[src/rtl/crc32_stream.sv]
// Streaming CRC-32 engine: one byte per transfer, result and byte count are
// registered when the last byte is accepted and held until the consumer takes them.
module crc32_stream #(
  parameter logic [31:0] POLY   = 32'hEDB88320,
  parameter logic [31:0] INIT   = 32'hFFFFFFFF,
  parameter logic [31:0] XOROUT = 32'hFFFFFFFF
) (
  input  logic        clk,
  input  logic        rst,
  input  logic        in_valid,
  output logic        in_ready,
  input  logic [7:0]  in_data,
  input  logic        in_last,
  output logic        out_valid,
  input  logic        out_ready,
  output logic [31:0] out_crc,
  output logic [15:0] out_len,
  output logic [1:0]  dbg_state
);

  // Handshakes: a beat moves on a rising edge where valid && ready. in_ready
  // and out_valid come from state only, never from in_valid or out_ready.
  typedef enum logic [1:0] {
    IDLE  = 2'd0,
    ACCUM = 2'd1,
    DONE  = 2'd2
  } state_t;

  state_t      state_q, state_d;
  logic [31:0] crc_q, crc_d;
  logic [31:0] crc_base, crc_upd;
  logic [31:0] out_crc_q, out_crc_d;
  logic [15:0] cnt_q, cnt_d, cnt_upd;
  logic [15:0] out_len_q, out_len_d;
  logic        xfer;

  function automatic logic [31:0] byte_update(input logic [31:0] crc,
                                              input logic [7:0]  data);
    logic [31:0] c;
    c = crc ^ {24'h0, data};
    for (int i = 0; i < 8; i++) begin
      c = (c >> 1) ^ (c[0] ? POLY : 32'h0);
    end
    return c;
  endfunction

  always_ff @(posedge clk) begin
    if (rst) begin
      state_q <= IDLE;
    end else begin
      state_q <= state_d;
    end
  end

  always_comb begin
    state_d = state_q;
    case (state_q)
      IDLE, ACCUM: begin
        if (xfer) begin
          state_d = in_last ? DONE : ACCUM;
        end
      end
      DONE: begin
        if (out_ready) begin
          state_d = IDLE;
        end
      end
      default: state_d = IDLE;
    endcase
  end

  always_comb begin
    in_ready  = (state_q != DONE);
    out_valid = (state_q == DONE);
    dbg_state = state_q;
  end

  assign xfer = in_valid && in_ready;

  // A transfer in IDLE starts a new frame, so it seeds from INIT and a count of 1.
  always_comb begin
    crc_base  = (state_q == IDLE) ? INIT : crc_q;
    crc_upd   = byte_update(crc_base, in_data);
    cnt_upd   = (state_q == IDLE) ? 16'd1 :
                (cnt_q == 16'hFFFF) ? 16'hFFFF : cnt_q + 16'd1;
    crc_d     = crc_q;
    cnt_d     = cnt_q;
    out_crc_d = out_crc_q;
    out_len_d = out_len_q;
    if (xfer) begin
      cnt_d = cnt_upd;
      if (in_last) begin
        crc_d     = INIT;
        out_crc_d = crc_upd ^ XOROUT;
        out_len_d = cnt_upd;
      end else begin
        crc_d = crc_upd;
      end
    end
  end

  always_ff @(posedge clk) begin
    if (rst) begin
      crc_q     <= INIT;
      cnt_q     <= 16'd0;
      out_crc_q <= 32'd0;
      out_len_q <= 16'd0;
    end else begin
      crc_q     <= crc_d;
      cnt_q     <= cnt_d;
      out_crc_q <= out_crc_d;
      out_len_q <= out_len_d;
    end
  end

  assign out_crc = out_crc_q;
  assign out_len = out_len_q;

endmodule
[config.mk]
export PLATFORM = sky130hd
export DESIGN_NAME = crc32_stream
export DESIGN_NICKNAME = d
export VERILOG_FILES = /design/src/rtl/crc32_stream.sv
export SDC_FILE = /design/constraint.sdc
export NUM_CORES = 1
export LEC_CHECK = 0
export CORE_UTILIZATION = 25
export DETAILED_ROUTE_END_ITERATION = 7
export PLACE_DENSITY = 0.55
export SLEW_MARGIN = 20
export SYNTH_ARGS = -nofsm -noshare
export SYNTH_HDL_FRONTEND = slang
export SYNTH_SLANG_ARGS = --single-unit
export TNS_END_PERCENT = 30
[constraint.sdc]
create_clock -name clk -period 2.1 [get_ports clk]
set_input_delay 0.42 -clock clk [delete_from_list [all_inputs] [get_ports clk]]
set_output_delay 0.42 -clock clk [all_outputs]
set_load 0.005 [all_outputs]
==> reports/qor.yml <==
p_per_area_nw_per_um2: 784.1
peakVddDrop_mv: 0.4184
path_max_fanout: 5
ant_nets: 0
gp_congestion: 0.8673
cpMaxStageDelayCell: "or4_4"
max_cap_violations: 0
die_w_um: 144.4
busiest_layer: "met2"
wl_um: 14930
post_synth_instance_area_sq_um: 5071
finalSetupViolCount: 6
cts_max_level: 3
place_inst: 962
worst_slack_ns: -0.06118
synth_cells: 618
finalNetCount: 731
diodes: 0
worst-path-buf-inv: 1
antenna_found_initial: 0
min_period_ns: 2.161
die_height_um: 144.4
grt_use_met3: 0.02748
critPathTopFamily: "simple AND/OR/NAND/NOR gates"
ioPinCount: 65
grt_use_met2: 0.2260
cts_hold_buffers: 0
hpwl_um: 10940
final_util: 0.3537
cts_tree: "built"
drive_above_1_share: 0.1828
status: "complete, but fails checks"
place_ws_ns: -0.6160
hp-class: "flip-flop to flip-flop"
finalCritPeriodShare: 1.029
start_util: 0.2580
synth_nets: 632
grt_pass1_vias: 4283
cts_buffer_depth: 2
cts.clk_slew.worst_paths_ns: 0.07
slew-limit-headroom: 0.7086
slew_violations: 0
grt_setup_unrepaired: "yes"
grt_first_pass_wirelength_um: 23360
yosysSeqAreaShare: 0.3869
critPathLaunchType: "flip-flop"
route.vias.total: 4487
synth-seq-cells: 98
drc: 0
p_leak_nw: 2.679
cp.arrival_ns: 2.42
ys.warnings.count: 0
via_per_inst: 4.546
cts_buffers: 9
synth_top_flop_cell: "dfxtp_1"
row_count: 51
port-buffer-count: 64
design.core.area_sq_um: 19650
grt_max_degree: 29
async_flop_share: 0
synth_edf_count: 0
gr-usage-met1: 0.2054
fin_cells: 987
post_drt_wl_per_cell_um: 15.13
grt_overflow: 0
clk_latency_ns: 0.36
hold_viol_final: 0
worst_slew_pin_slew_ns: 0.4332
root_buffer: "clkbuf_16"
die_area_sq_um: 20860
violations: "setup timing"
numClockSinks: 98
end_kind: "flip-flop"
grt_use_total: 0.1467
max_stage_delay_ns: 0.56
syn2layout_area_growth_pct: 37.08
worstSetupPathType: "flip-flop to flip-flop"
max_freq_mhz: 462.7
drt_iter0_drc: 244
skew_ns: 0.01261
cp.required_ns: 2.36
dr.pass1.iters: 4
crit_chain: "buf_6 -> or2_4 -> and3_4 -> o211a_1 -> or4_4 -> and2_4 -> o311ai_2"
syn_area_per_cell_sq_um: 8.206
ys_types: 49
-- placed cells by master (no fill, tap or decap), types with 4 or more instances in the layout --
cell type        instances
xnor2_1                 58
a31oi_1                  5
xor2_1                  26
and3_1                   7
clkdlybuf4s50_1         56
buf_12                   4
dlygate4sd2_1            5
or3_1                    4
nand3_1                 31
a2bb2oi_1                4
o21ai_0                 15
a211oi_1                14
o211ai_1                17
nand2_1                 86
a21oi_1                 34
nor3_1                  20
buf_6                    6
clkbuf_16                9
o21ai_1                  4
buf_4                   64
dfxtp_1                 93
xnor2_2                  7
a22o_1                   4
xor2_2                   4
o31a_1                   4
nor2_1                  62
-- registers in the layout, summed over array words and instances, names as in the netlist --
signal / count
out_len: 16
crc_q: 32
cnt_q: 16
out_crc: 32
dbg_state: 2
-- cell families after synthesis --
| kind of cell | after synthesis | synth area share |
|---|---|---|
| simple gates | 240 | 0.2115 |
| compound gates | 123 | 0.1623 |
| xor+xnor | 101 | 0.1912 |
| flops | 98 | 0.3869 |
| buf+inv | 53 | 0.04170 |
| mux | 2 | 0.003948 |
| fa+ha+maj | 1 | 0.002467 |
-- layout make-up --
cell class	count	area [sq um]
fillers	2082	12700
multi-input cells	468	3064
flip-flops and latches	98	1973
repair buffers	138	1260
well taps	265	331.6
clock buffers	11	252.7
clock inverters	5	62.56
inverters	2	7.507
-- cells in the mapped netlist (9+ instances only) --
cell,number,share of area
nand3_1,32,0.032
xnor2_1,65,0.11
nand2_1,87,0.064
dfxtp_1,98,0.39
a21oi_1,36,0.036
nor3_1,22,0.022
a211oi_1,15,0.022
clkbuf_1,36,0.027
buf_2,9,0.0089
o211ai_1,17,0.025
nor2_1,64,0.047
o21ai_0,19,0.019
and3_1,9,0.011
xor2_1,30,0.052
-- worst paths after layout --
check,startpoint,endpoint,slack (ns),cells after the start
worst max-delay path,dbg_state[0]$_SDFFE_PP0P_,out_crc[20]$_SDFFE_PP0P_,-0.06,7
worst max register to register,dbg_state[0]$_SDFFE_PP0P_,out_crc[20]$_SDFFE_PP0P_,-0.06,7
worst min-delay path,out_len[4]$_SDFFE_PP0P_,out_len[4]$_SDFFE_PP0P_,0.43,2
worst min register to register,out_len[4]$_SDFFE_PP0P_,out_len[4]$_SDFFE_PP0P_,0.43,2
-- routing by layer --
layer / vias to the layer above / part of all wire
li1: 2312 / -
met1: 2092 / 0.50
met2: 71 / 0.44
met3: 12 / 0.040
met4: 0 / 0.016
met5: - / 0
-- stage by stage --
step / cell area, sq um / power, mW / hold slack, ns / TNS [ns]
2_1_floorplan: 5110 / 3.061 / 0.4345 / -0.1683
3_3_place_gp: 6417 / 3.633 / 0.4281 / -12.60
3_5_place_dp: 6417 / 3.636 / 0.4297 / -13.57
4_1_cts: 6755 / 5.421 / 0.4399 / -0.05324
5_1_grt: 6952 / 5.709 / 0.4614 / -0.7250
6_report: 6952 / 5.450 / 0.4349 / -0.2176
-- where the power goes --
part           switching [mW]  internal (mW)  leakage [nW]
logic                   0.782          0.800          1.73
clock network           0.766          0.994         0.148
registers               0.109           2.00         0.803
-- tightest hold or removal path: stages, from the launching register on --
cell	delay [ns]
dfxtp_1	0.31
nand2_1	0.05
nand2_1	0.04
-- repair_timing --
| item | 4_1_cts | 5_1_grt |
|---|---|---|
| setup buffers | 0 | 8 |
| gates resized for setup | 13 | 36 |
| setup endpoints to repair | 15 | 18 |
| cloned | 0 | 1 |
| pin swaps | 1 | 12 |
No activity file was read; power rests on OpenSTA's default activity.
